$ cat src/rtl/serial_subtractor.sv
// serial_subtractor: bit-serial a-b-bi, LSB first, one bit per clock.
// Registered difference and per-bit borrows, with a one-cycle done pulse.
module serial_subtractor #(
   parameter int WIDTH = 4
) (
   input  logic             clk,
   input  logic             rst,
   input  logic             start,
   input  logic [WIDTH-1:0] a,
   input  logic [WIDTH-1:0] b,
   input  logic             bi,
   output logic [WIDTH-1:0] d,
   output logic [WIDTH-2:0] bo,
   output logic             bout,
   output logic             ready,
   output logic             busy,
   output logic             done
);
   localparam int CW = $clog2(WIDTH) + 1;
   localparam logic [1:0] IDLE  = 2'd0;
   localparam logic [1:0] SHIFT = 2'd1;
   localparam logic [1:0] DONE  = 2'd2;
   logic [1:0]       state_q, state_d;
   logic [CW-1:0]    cnt_q, cnt_d;
   logic [WIDTH-1:0] a_q, a_d, b_q, b_d, d_q, d_d;
   logic [WIDTH-2:0] bo_q, bo_d;
   logic             br_q, br_d, bout_q, bout_d, diff, br_next;
   always_comb begin
      diff    = a_q[0] ^ b_q[0] ^ br_q;
      br_next = (~a_q[0] & b_q[0]) | (~a_q[0] & br_q) | (b_q[0] & br_q);
      state_d = state_q;
      cnt_d   = cnt_q;
      a_d     = a_q;
      b_d     = b_q;
      br_d    = br_q;
      d_d     = d_q;
      bo_d    = bo_q;
      bout_d  = bout_q;
      if (state_q == IDLE && start) begin
         a_d     = a;
         b_d     = b;
         br_d    = bi;
         cnt_d   = '0;
         state_d = SHIFT;
      end else if (state_q == SHIFT) begin
         // operands shift right so the bit under process is always at index 0
         a_d   = a_q >> 1;
         b_d   = b_q >> 1;
         br_d  = br_next;
         cnt_d = cnt_q + 1'b1;
         for (int i = 0; i < WIDTH; i++)
            if (cnt_q == CW'(i)) d_d[i] = diff;
         for (int i = 0; i < WIDTH - 1; i++)
            if (cnt_q == CW'(i)) bo_d[i] = br_next;
         if (cnt_q == CW'(WIDTH - 1)) begin
            bout_d  = br_next;
            state_d = DONE;
         end
      end else if (state_q != IDLE) begin
         state_d = IDLE;
      end
   end
   always_ff @(posedge clk or posedge rst) begin
      if (rst) begin
         state_q <= IDLE;
         cnt_q   <= '0;
         a_q     <= '0;
         b_q     <= '0;
         br_q    <= 1'b0;
         d_q     <= '0;
         bo_q    <= '0;
         bout_q  <= 1'b0;
      end else begin
         state_q <= state_d;
         cnt_q   <= cnt_d;
         a_q     <= a_d;
         b_q     <= b_d;
         br_q    <= br_d;
         d_q     <= d_d;
         bo_q    <= bo_d;
         bout_q  <= bout_d;
      end
   end
   assign d     = d_q;
   assign bo    = bo_q;
   assign bout  = bout_q;
   assign ready = (state_q == IDLE);
   assign busy  = (state_q == SHIFT);
   assign done  = (state_q == DONE);
endmodule

$ cat config.mk
export PLATFORM = sky130hd
export DESIGN_NAME = serial_subtractor
export DESIGN_NICKNAME = d
export VERILOG_FILES = /design/src/rtl/serial_subtractor.sv
export SDC_FILE = /design/constraint.sdc
export NUM_CORES = 1
export LEC_CHECK = 0
export ABC_AREA = 1
export CELL_PAD_IN_SITES_DETAIL_PLACEMENT = 2
export CELL_PAD_IN_SITES_GLOBAL_PLACEMENT = 2
export CORE_MARGIN = 5
export CORE_UTILIZATION = 38
export CTS_CLUSTER_DIAMETER = 200
export CTS_CLUSTER_SIZE = 10
export DETAILED_ROUTE_END_ITERATION = 10
export DONT_BUFFER_PORTS = 1
export PLACE_DENSITY = 0.81
export RECOVER_POWER = 50
export SYNTH_ARGS = -nofsm -noshare
export SYNTH_HDL_FRONTEND = slang
export SYNTH_SLANG_ARGS = --single-unit
export TNS_END_PERCENT = 1
$ cat constraint.sdc
create_clock -name clk -period 2.77 [get_ports clk]
set_clock_uncertainty 0.15 [all_clocks]
set_input_delay 0.6925 -clock clk [delete_from_list [all_inputs] [get_ports clk]]
set_output_delay 0.6925 -clock clk [all_outputs]
set_load 0.1 [all_outputs]
-- Word-level counts from Yosys, hierarchy flattened
Cells that the tools add are included.
- register bits: 22
- bits in latches: 0
- memory bits (writable): 0
- ROM bits: 0
- bits of input ports: 12
- logic and storage cells: 52
- memories kept: 0
- $add $sub $neg: 1
- multiply operators: 0
- div/mod/pow operators: 0
- $lt $le $gt $ge: 0
- equality and inequality tests: 6
- shift-type cells: 0
- muxes and demuxes: 12
- bitwise operators: 9
- reduce and logical (&&, ||, !) cells: 11
- operator list (cell ; number):
    2-to-1 mux 4 bit ; 4
    AND reduction 3 bit ; 4
    2-to-1 mux 2 bit ; 4
    == test 3 x 2 -> 1 bit, second input constant ; 2
    2-to-1 mux 3 bit ; 2
    nonzero test 2 bit ; 2
    adder 3 x 1 -> 3 bit, second input constant ; 1
    bitwise AND 1 bit ; 3
    == test 3 x 1 -> 1 bit, second input constant ; 1
    logical NOT 3 bit ; 1
    != test 3 x 1 -> 1 bit, second input constant ; 1
    nonzero test 3 bit ; 1
    == test 2 x 1 -> 1 bit, second input constant ; 1
    == test 2 bit, second input constant ; 1
    logical NOT 2 bit ; 1
    2-to-1 mux 1 bit ; 2
    inverter 1 bit ; 2
    OR 1 bit ; 2
    AND reduction 2 bit ; 1
    bitwise XOR 1 bit ; 2
    logical AND 1 bit ; 1

-- Depth between registers and ports, before layout
Gate-level depths: netlist of the first run.
- word-level depth: 6
- gate-level depth with buffers: 7
- gate-level depth less buffers: 7

-- Worst setup path before layout of the first run
No wires, ideal clock.
- path kind: reg2out
- start point: register state_q[0]
- end point: output port done
- data arrival time: 1.668 ns
- data required time: 1.928 ns
- slack: 0.259 ns
- stages on the path, launching flop included: 2
- buffers on the path: 0
- cell sequence: dfrtp_1 > nor2_1
- cells in the longest elaborated chain, start to end: 1
- ends and longest elaborated chain (element ; RTL line ; RTL):
    start: declaration ; 23 ; logic [1:0] state_q, state_d;
    start signal: assignment ; 74 ; state_q <= state_d;
    == test 2 bit ; 89 ; assign done = (state_q == DONE);
    end: declaration ; 17 ; output logic done
Every way passes these cells.

-- Worst setup path in the final report of the first run
- start point: register state_q[1]
- end point: output port busy
- cells in the longest elaborated chain, start to end: 1
- ends and longest elaborated chain (element ; RTL line ; RTL):
    == test 2 x 1 -> 1 bit ; 88 ; assign busy = (state_q == SHIFT);
    end: declaration ; 16 ; output logic busy,
Every way passes these cells.

==> results of run 1 <==
[synthesized netlist by cell type (all sizes together)]
cell	n
nand2	47
o21ai	4
buf	3
dfrtp	22
ha	5
fa	1
clkbuf	1
inv	12
nand3	22
nor2	6
[sequential cells by signal (all words and copies together), names as in the netlist]
name / cells
d: 4
bo: 3
bout: 1
b_q: 4
a_q: 4
br_q: 1
cnt_q: 3
state_q: 2
[routing by layer]
| layer | up-vias | GRT usage |
|---|---|---|
| met5 | - | 0 |
| met4 | 0 | 0.0557 |
| met3 | 5 | 0.0396 |
| met2 | 17 | 0.262 |
| met1 | 444 | 0.148 |
| li1 | 406 | - |
[path summary, 6_finish.rpt]
path / start / endpoint / slack (ps) / cells past startpoint
setup reg to reg: state_q[1] / d[1] / 1210 / 6
min in group clk: a_q[3] / a_q[3] / 340 / 2
max in group asynchronous: rst / cnt_q[2] / 1700 / 1
hold reg to reg: a_q[3] / a_q[3] / 340 / 2
hold / removal: rst / b_q[0] / 260 / 1
setup / recovery: state_q[1] / busy / 600 / 3
[final cells by class]
type	count	area, um2
multi-input combinational	85	419
inverter	12	47.5
sequential	22	551
tap	31	38.8
timing repair buffer	11	78.8
fill	321	1520
clock buffer	4	36.3
[worst reg2reg max path, stage by stage (launching register included)]
cell	delay, ps
dfrtp_1	420
inv_1	130
nand2_2	110
inv_4	350
nand2_1	160
nand2_1	90
nand2_1	60
[stage by stage]
stage | hold slack [ps] | util | instances | instance area (um2) | setup slack, ps
after floorplan | 292 | - | 123 | 1040 | 259
after global placement | 307 | 0.424 | 161 | 1140 | 998
after detailed placement | 317 | 0.424 | 161 | 1140 | 937
after CTS | 296 | 0.437 | 165 | 1170 | 574
after global routing | 339 | 0.436 | 165 | 1170 | 518
final | 259 | 0.436 | 165 | 1170 | 599
[logic make-up after synthesis]
logic type               after synthesis  share of synthesized area
AND/OR/NAND/NOR                       75                      0.300
flip-flops                            22                      0.529
buffers and inverters                 16                     0.0722
adder cells (fa/ha/maj)                6                     0.0794
AO/OA/AOI/OAI                          4                     0.0192
==> summary.md, run 1 <==
| Metric | Value |
|---|---|
| Initial Util | `0.387` |
| Arr. time, crit path | `roughly 1300 ps` |
| Row Count | `19` |
| Register area share after synthesis | `0.529` |
| Area grow syn2layout | `12.6%` |
| Status | `complete, no violations` |
| Largest net degree at the start of global routing | `23` |
| DRT Wirelength | `between 2000 and 3000 um` |
| Clk_lat worst skew | `310 ps` |
| Data required time at the worst endpoint | `1930 ps` |
| Yosys reg bits | `22` |
| Max stage delay cell, worst path | `dfrtp_1` |
| Core area | `2690 um2` |
| Startpoint Class | `register` |
| Setup Fix Bufs, Post-CTS | `0` |
| TritonCTS clock tree | `built` |
| CTS Buf Count | `3` |
| Worst Path Max Fanout | `19` |
| Initial drt markers | `6` |
| Most common cell after layout, fill and taps aside | `nand2_1` |
| Worst slew pin tran | `a little under 900 ps` |
| Buffers & Inverters on Critical Path | `2` |
| Share of Yosys cell area claimed by the top area cell type | `0.529` |
| Nets | `between 150 and 200` |
| RSZ-0062 raised after global routing | `no` |
| Final HPWL DP | `between 1500 and 2000 um` |
| Port Buf Inserts | `0` |
| Slew Viols, Final | `0` |
| Slew headroom | `0.404` |
| Commonest cells after routing, fill and taps aside | `46 x nand2_1, 22 x nand3_1, 22 x dfrtp_1` |
| Vias in the first global route | `~1000` |
| Fraction of layout cells with a size suffix above 1 | `0.134` |
| Synth unique cells | `15` |
| Max Freq | `461 MHz` |
| Total Die Area | `just under 4000 um2` |
| Avg WL per Cell | `~15 um` |
| Resize count post-CTS | `0` |
| Total Routing Usage GR | `0.141` |
| First drt pass iteration count | `2` |
| Initial antenna violation count | `0` |
| Synthesized net count | `~140` |
| Global-route wire length before repair | `4420 um` |
| Maxcap violations | `0` |
| Clock Tree Buf Depth | `2` |
| Ports | `23` |
| Setup violators final | `0` |
| Clk slew on worst S/H paths | `~120 ps` |
| Vias | `872` |
| Met1 Wirelength | `around 1000 um` |
| Avg Inst Size Synth | `around 8.5 um2` |
| Wire length on met3 | `~120 um` |
| Synth area leaders | `dfrtp_1 53%, nand2_1 17%, nand3_1 11%, ha_1 6.0%, inv_1 4.0%` |
| Highest metal used | `met4` |
| Hold buffers post-CTS | `0` |
| Overflow after GRT | `0` |
| DRC | `0` |
| Crit-path cells | `inv_1, nand2_2, inv_4` |
| Post-synthesis cell count | `around 120` |
| Crit Path Class | `reg2out` |
| H-Tree Depth | `1` |
| Post-Syn Area | `between 1000 and 1500 um2` |
| Vias per inst | `roughly 5.3` |
| CTS root buf | `clkbuf_4` |
| Routability cong. | `~0.75` |
| Hold crit path type | `in2async` |
| Final min period | `2170 ps` |
| Tcrit/Tclk final | `0.784` |
| Fin Setup TNS | `0 ps` |
| Fin. Hold Viols | `0` |
| ANT cells | `0` |
| WL met2 | `1360 um` |
| Die X | `between 60 and 70 um` |
| CP Capture Type | `primary output` |
| Cell taking the most area after synthesis | `dfrtp_1` |
| Clock Sinks | `22` |
| Crit path largest cell delay | `between 400 and 500 ps` |
| Die Ht | `just over 60 um` |
| Synth warn | `0` |
| Crit path max-delay family | `buffers and inverters` |
| DRT antenna net count | `0` |
Power of run 1 is left out: the tool's default activity adds up to more than one toggle a clock period on the data nets, which glitch-free logic cannot reach.
==> inputs of run 2 (changes only) <==
CORE_UTILIZATION = 31   (was 38)
PLACE_DENSITY = 0.71   (was 0.81)
clock period = 1.8 ns   (was 2.77 ns; I/O delays follow)
==> summary.md, run 2 (synthesized netlist as in run 1, its figures left out) <==
| Metric | Value |
|---|---|
| Status | `complete, no violations` |
| CP startpoint | `state_q[0]` |
| H-Tree Depth | `1` |
| Port Buf Inserts | `0` |
| Crit Path Class | `reg2out` |
| Clock Sinks | `22` |
| DRC | `0` |
| Buffers & Inverters on Critical Path | `1` |
| Setup violators final | `0` |
| Nets | `158` |
| Vias per inst | `between 4 and 5` |
| RSZ-0062 raised after global routing | `yes` |
| Initial antenna violation count | `0` |
| Worst Setup EP | `ready` |
| Data required time at the worst endpoint | `roughly 1200 ps` |
| Placed cell areas | `1190 um2` |
| Global-route wire length before repair | `around 4600 um` |
| Crit path max-delay family | `flip-flops` |
| Overflow after GRT | `0` |
| DRT Wirelength | `between 2000 and 3000 um` |
| Clock Tree Buf Depth | `2` |
| Fill cells | `378` |
| Hold crit path type | `in2reg` |
| Levels on crit path | `2` |
| Startpoint Class | `register` |
| Clk_lat worst skew | `around 320 ps` |
| Crit-path cells | `nor2_4, buf_12` |
| Max Freq | `561 MHz` |
| CTS root buf | `clkbuf_4` |
| Routability cong. | `0.731` |
| Commonest cells after routing, fill and taps aside | `46 x nand2_1, 22 x nand3_1, 21 x dfrtp_1` |
| Fin. Hold Viols | `0` |
| ANT cells | `0` |
| Total Die Area | `roughly 4600 um2` |
| Initial Util | `0.317` |
| Tcrit/Tclk final | `0.991` |
| CTS Buf Count | `3` |
| Ports | `23` |
| Worst slew pin tran | `around 830 ps` |
| Die Ht | `a little under 70 um` |
| Slew headroom | `0.440` |
| TritonCTS clock tree | `built` |
| Row Count | `21` |
| Final Instance Area | `about 1300 um2` |
| Final HPWL DP | `~2100 um` |
| Core area | `between 3000 and 4000 um2` |
| Reg-to-Reg Start | `state_q[0]` |
| CP Capture Type | `primary output` |
| Vias | `between 800 and 900` |
| Avg WL per Cell | `between 15 and 20 um` |
| Final min period | `roughly 1800 ps` |
| Die X | `between 60 and 70 um` |
| First drt pass iteration count | `2` |
| DRT antenna net count | `0` |
| Most common cell after layout, fill and taps aside | `nand2_1` |
| Slew Viols, Final | `0` |
| FF-to-FF End | `cnt_q[2]` |
| Worst Path Max Fanout | `6` |
| Initial drt markers | `18` |
| Total Routing Usage GR | `0.138` |
| FF-to-FF setup slack | `~150 ps` |
| Maxcap violations | `0` |
| Vias in the first global route | `986` |
| Area grow syn2layout | `24.9%` |
| Crit path largest cell delay | `between 400 and 500 ps` |
| Hold Crit Depth | `2` |
| Reg2Reg Depth | `3` |
| Clk slew on worst S/H paths | `roughly 130 ps` |
| Max stage delay cell, worst path | `dfrtp_2` |
| Dpl ws | `164 ps` |
| Arr. time, crit path | `approximately 1200 ps` |
| Largest net degree at the start of global routing | `23` |
| Fraction of layout cells with a size suffix above 1 | `0.180` |
| Final worst slack | `16.2 ps` |
-- run 2: area by class of cell --
class	instances	area, um2	share of cell area
clock buffers	4	36.3	0.0279
repair buffers	15	155	0.119
multi-input cells	85	434	0.334
inverters	12	57.6	0.0443
flip-flops and latches	22	552	0.425
repair inverters	1	6.26	0.00482
well taps	46	57.6	0.0443
-- run 2: metrics by stage --
step,instances,util,hold WS (ps),TNS (ps)
2_1_floorplan,123,-,289,0
3_3_place_gp,177,0.364,248,0
3_5_place_dp,177,0.364,261,0
4_1_cts,183,0.385,96.7,0
5_1_grt,185,0.395,73.9,-123
6_report,185,0.395,110,0
-- run 2: worst min-delay path by stage --
stage	startpoint	to	slack [ps]
6_report	a[3]	a_q[3]	110
5_1_grt	a[3]	a_q[3]	70
4_1_cts	b[3]	b_q[3]	100
3_5_place_dp	rst	b_q[1]	260
3_3_place_gp	rst	b_q[0]	250
2_1_floorplan	rst	a_q[0]	290
-- run 2: repair_timing --
action                                  in CTS  in global routing
endpoints found under the setup margin       2                  2
cloned                                       1                  1
endpoints found under the hold margin       22                  0
gates resized for setup                      6                  1
hold buffers                                 1                  0
buffers inserted                             0                  1
pin swaps                                    0                  1
-- run 2: per-layer routing --
layer / global-route usage / part of all wire / vias up
li1: - / - / 419
met1: 0.147 / 0.38 / 445
met2: 0.261 / 0.56 / 18
met3: 0.0427 / 0.054 / 2
met4: 0.0372 / 0.0040 / 0
met5: 0 / 0 / -
Power of run 2 is left out for the same reason.
==> RTL change 1 (flow settings as in run 2) <==
Make the reset (`rst`) synchronous in one clocked block.
--- a/src/rtl/serial_subtractor.sv
+++ b/src/rtl/serial_subtractor.sv
@@ -60,7 +60,7 @@
          state_d = IDLE;
       end
    end
-   always_ff @(posedge clk or posedge rst) begin
+   always_ff @(posedge clk) begin
       if (rst) begin
          state_q <= IDLE;
          cnt_q   <= '0;
Behaviour: differs if rst is asserted again (counterexample within 4 cycles, from zero or initial values and one cycle with rst high); with rst held inactive, the same outputs for 10 cycles.
==> RTL change 1 against run 2 <==
  * Count of clock-buffer cells in the layout stayed put
  * Highest routed layer unchanged
  * Routed wire length rose by 3.9%
  * Global-route usage down 0.85 points
  * Sequential cell count stayed put
  * Setup slack better by 0.053 ns
  * Register-to-register slack better by 0.11 ns
  * Design area up 1.3%
  * Synthesized area is 7.3% higher
Power is left out: it rests on default switching activity, and per cell area and clock period it moved more than threefold.
==> RTL change 1: results (changes against run 2) <==
* Sequential share of the synthesized area at 39.5% (-13 points)
* Worst-path fanout max at 7 (+1)
* Antenna cells at 0 (unchanged)
* Fill cell count at 412 (+9.0%)
* Synth top cells by count: nand2_1, dfxtp_1, nor2_1
* CTS clk-pin slew, worst paths at 0.14 ns
* Async SR Flop Fraction at 0% (-100 points)
* Post-DP HPWL at 2.39 mm (+14%)
* Final net count at 182 (+15%)
* Endpoints failing hold at 0 (unchanged)
* Cells resized by post-CTS repair at 4 (-2)
* Initial antenna violation count at 0 (unchanged)
* Pre-antenna DRT Iters at 4 (+2)
* Worst slew pin tran at 0.289 ns (-0.545 ns)
* Vias in the first global route at 1111 (+13%)
* Synth top area cells: dfxtp_1, nand2_1, nor2_1
* Buffers added on ports at 0 (unchanged)
* CTS max path bufs at 2 (unchanged)
* Largest net degree at the start of global routing at 15 (-35%)
* Total CTS buffers at 3 (unchanged)
* GRT Total Usage at 13.0% (-0.85 points)
* Syn. warnings at 0 (unchanged)
* Final wirelength at 3.08 mm (+3.9%)
* Via total after detailed routing at 1014 (+15%)
* Post-CTS setup buffers at 0 (unchanged)
* Placed cell areas at 1270 um^2 (+6.6%)
* Unique masters post-synth at 23 (+8)
* CP arrival at 1.13 ns (-0.05 ns)
* Residual DRC at 0 (unchanged)
* Worst hold path type: in -> reg
* Layout cells sized above 1 at 19.0% (+1.0 points)
* GP Congestion at 0.760 (+3.9%)
* Clk_lat worst skew at 0.31 ns
* Number of DRC markers in iteration 0 at 31 (+13)
* Outcome: complete, no violations
* Clock root cell: clkbuf_4
* Syn nets at 168 (+19%)
* H-tree levels at 1 (unchanged)
* Synth Flop Type: dfxtp_1
* First-pass GRT wire length at 5.24 mm (+13%)
-- RTL change 1: worst paths after layout --
| kind | startpoint | endpoint | slack, ns | cells past startpoint |
|---|---|---|---|---|
| worst min register to register | bout$_SDFFE_PP0P_ | bout$_SDFFE_PP0P_ | 0.32 | 2 |
| worst max register to register | a_q[0]$_SDFFE_PP0P_ | d[2]$_SDFFE_PP0P_ | 0.26 | 5 |
| worst max-delay path | state_q[0]$_SDFFE_PP0P_ | done | 0.07 | 3 |
| worst min-delay path | rst | d[3]$_SDFFE_PP0P_ | 0.03 | 1 |
-- RTL change 1: area by class of cell --
type                            instances  share of cell area [%]
Multi-Input combinational cell        104                    42.3
Clock buffer                            4                    2.76
Inverter                               19                    5.42
Tap cell                               46                    4.37
Sequential cell                        22                    33.8
Timing Repair Buffer                   14                    11.3
-- RTL change 1: kinds of logic (layout without fill, tap and decap cells) --
logic type,count (synthesis),count (layout),synth area share (%)
DFF,22,22,39.5
and+or+nand+nor,80,80,31.9
adders and majority gates,6,6,7.40
buffers and inverters,24,37,10.2
AOI/OAI and AO/OA,18,18,11.0
-- RTL change 1: critical path, stage by stage, from the launching register on --
cell,delay (ns)
dfxtp_2,0.36
buf_6,0.15
nor2_4,0.13
buf_12,0.18
-- RTL change 1: through the flow --
stage                     hold WS (ns)  worst slack (ns)  std cells  utilization [%]
after floorplan                  0.306             0.159        150                -
after global placement           0.294             0.327        204             37.3
after detailed placement         0.310             0.244        204             37.3
after CTS                       0.0156            0.0228        208             38.7
after global routing           0.00177            0.0164        209             38.5
final                           0.0324            0.0690        209             38.5
-- RTL change 1: routing by layer --
| metal | global-route usage (%) | share of wire [%] |
|---|---|---|
| met4 | 1.91 | 0.45 |
| met5 | 0 | 0 |
| met3 | 2.58 | 3.0 |
| met2 | 24.3 | 52 |
| met1 | 15.4 | 44 |
==> RTL change 2 (config.mk and constraints of run 2) <==
Without the edit above. `WIDTH`: 4 -> 8.
--- a/src/rtl/serial_subtractor.sv
+++ b/src/rtl/serial_subtractor.sv
@@ -1,7 +1,7 @@
 // serial_subtractor: bit-serial a-b-bi, LSB first, one bit per clock.
 // Registered difference and per-bit borrows, with a one-cycle done pulse.
 module serial_subtractor #(
-   parameter int WIDTH = 4
+   parameter int WIDTH = 8
 ) (
    input  logic             clk,
    input  logic             rst,
Interface: changed (resized a, b, bo and d); port bits go from 23 to 39. No check against the original RTL was run, so the function may have changed too.
==> RTL change 2 against run 2 <==
  * Routed wire length rose by 70%
  * Setup slack improved by 0.018 ns
  * Critical path depth up 2
  * Design area increased by 72%
  * Sequential cell count rose by 17
  * Count of clock-buffer cells in the layout is 2 higher
  * Fmax increased by 1.0%
  * Synthesized area is 81% higher
  * Synthesized cell count is 80% higher
  * Global-route usage rose by 0.17 points
  * Largest cell class unchanged
Power is left out: the tool's default activity adds up to more than one toggle a clock period on the data nets, which glitch-free logic cannot reach.
==> RTL change 2: results (changes against run 2) <==
* Hold depth at 2 (unchanged)
* Layout cells sized above 1 at 19.2% (+1.2 points)
* Final net count at 271 (+72%)
* First-pass GRT wire length at 8.25 mm (+78%)
* Pre-antenna DRT Iters at 4 (+2)
* Antenna cells at 0 (unchanged)
* Async SR Flop Fraction at 100% (unchanged)
* GRT Total Usage at 14.0% (+0.17 points)
* Final wirelength at 5.03 mm (+70%)
* Unique masters post-synth at 19 (+4)
* Post-DR vias/cell at 4.81 (+0.58%)
* Synth top cells by count: nand2_1, dfrtp_1, nand3_1
* Crit end category: output pin
* Synth top area cells: dfrtp_1, nand2_1, nand3_1
* CP arrival at approximately 1.2 ns
* Worst reg2reg setup slack at 0.22 ns (+0.07 ns)
* Placed cell areas at 2110 um^2 (+76%)
* Post-placement cell count at 309 (+75%)
* Slowest CP cell: dfrtp_2
* Hold Startpoint: b[7]
* Reg2Reg Depth at 5 (+2)
* Worst r2r dst: d[0]$_DFFE_PP0P_
* Reg-to-reg startpoint: a_q[0]$_DFFE_PP0P_
* Syn. warnings at 0 (unchanged)
* Largest net degree at the start of global routing at 40 (+74%)
* Post-DP HPWL at 3.54 mm (+69%)
* Top delay family on crit path: flip-flops
* Hold worst-path end: b_q[7]$_DFFE_PP0P_
* Syn nets at 247 (+75%)
* Clk_lat worst skew at 0.29 ns (-0.03 ns)
* Total CTS buffers at 5 (+2)
* Number of DRC markers in iteration 0 at 28 (+10)
* Buffers added on ports at 0 (unchanged)
* Sequential share of the synthesized area at 52.0% (-0.98 points)
* Initial antenna violation count at 0 (unchanged)
* Final cell count without fillers at 320 (+73%)
* Largest stage delay, worst path at 0.45 ns (-0.04 ns)
* Worst-path fanout max at 3 (-3)
* CTS max path bufs at 2 (unchanged)
* Vias in the first global route at 1714 (+74%)
* H-tree levels at 2 (+1)
* Max transition margin at 32.7% (-11 points)
* GP Congestion at 0.714 (-2.4%)
* Worst hold path type: in -> reg
* Clock root cell: clkbuf_8
* CTS clk-pin slew, worst paths at 0.08 ns (-0.05 ns)
* Avg Cell Area, Syn at 8.46 um^2 (about the same)
* Outcome: complete, no violations
* Pre-CTS worst setup slack at 0.119 ns (-0.0450 ns)
[RTL change 2: layout make-up]
cell class	instances	area [um^2]
clock buffers	6	72.6
inverters	11	46.3
flip-flops and latches	39	978
repair buffers	28	249
fillers	695	3690
well taps	75	93.8
multi-input cells	161	792
[RTL change 2: worst register-to-register path, delay by kind of cell (launching register included)]
kind | cells | cell delay, ns
simple gates | 2 | 0.24
fa+ha+maj | 1 | 0.48
flops | 1 | 0.35
buf+inv | 2 | 0.30
[RTL change 2: cell families (layout without fill, tap and decap cells)]
kind of cell	after synthesis	count (layout)	synth area share [%]
compound gates	4	4	1.67
fa+ha+maj	5	5	3.73
buf+inv	22	45	6.79
flops	39	39	52.0
simple gates	152	152	35.8
[RTL change 2: how the worst max path moves through the flow]
stage	startpoint	end	slack, ns	depth (start not counted)
after floorplan	state_q[0]$_DFFE_PP0P_	ready	0.11	3
after global placement	state_q[1]$_DFFE_PP0P_	d[1]$_DFFE_PP0P_	0.23	7
after detailed placement	state_q[1]$_DFFE_PP0P_	bo[1]$_DFFE_PP0P_	0.12	7
after CTS	state_q[0]$_DFFE_PP0P_	busy	-0.004	4
after global routing	state_q[0]$_DFFE_PP0P_	busy	-0.01	4
final	state_q[0]$_DFFE_PP0P_	busy	0.03	4
[RTL change 2: per-layer routing]
layer / up-vias / GRT usage (%) / wire (um)
li1: 754 / - / -
met4: 0 / 4.60 / 71
met2: 33 / 24.2 / 2490
met5: - / 0 / 0
met1: 744 / 16.3 / 2190
met3: 7 / 4.70 / 286
[RTL change 2: stage by stage]
| step | hold slack, ns | setup TNS (ns) |
|---|---|---|
| 2_1_floorplan | 0.292 | 0 |
| 3_3_place_gp | 0.307 | 0 |
| 3_5_place_dp | 0.312 | 0 |
| 4_1_cts | 0.0414 | -0.00381 |
| 5_1_grt | 0.138 | -0.0108 |
| 6_report | 0.148 | 0 |
[RTL change 2: what timing repair did]
item / CTS / global route
endpoints found under the setup margin: 2 / 2
setup buffers: 2 / 3
pin swaps: 0 / 1
endpoints found under the hold margin: 0 / 0
resized for setup: 4 / 3
hold buffers: 0 / 0
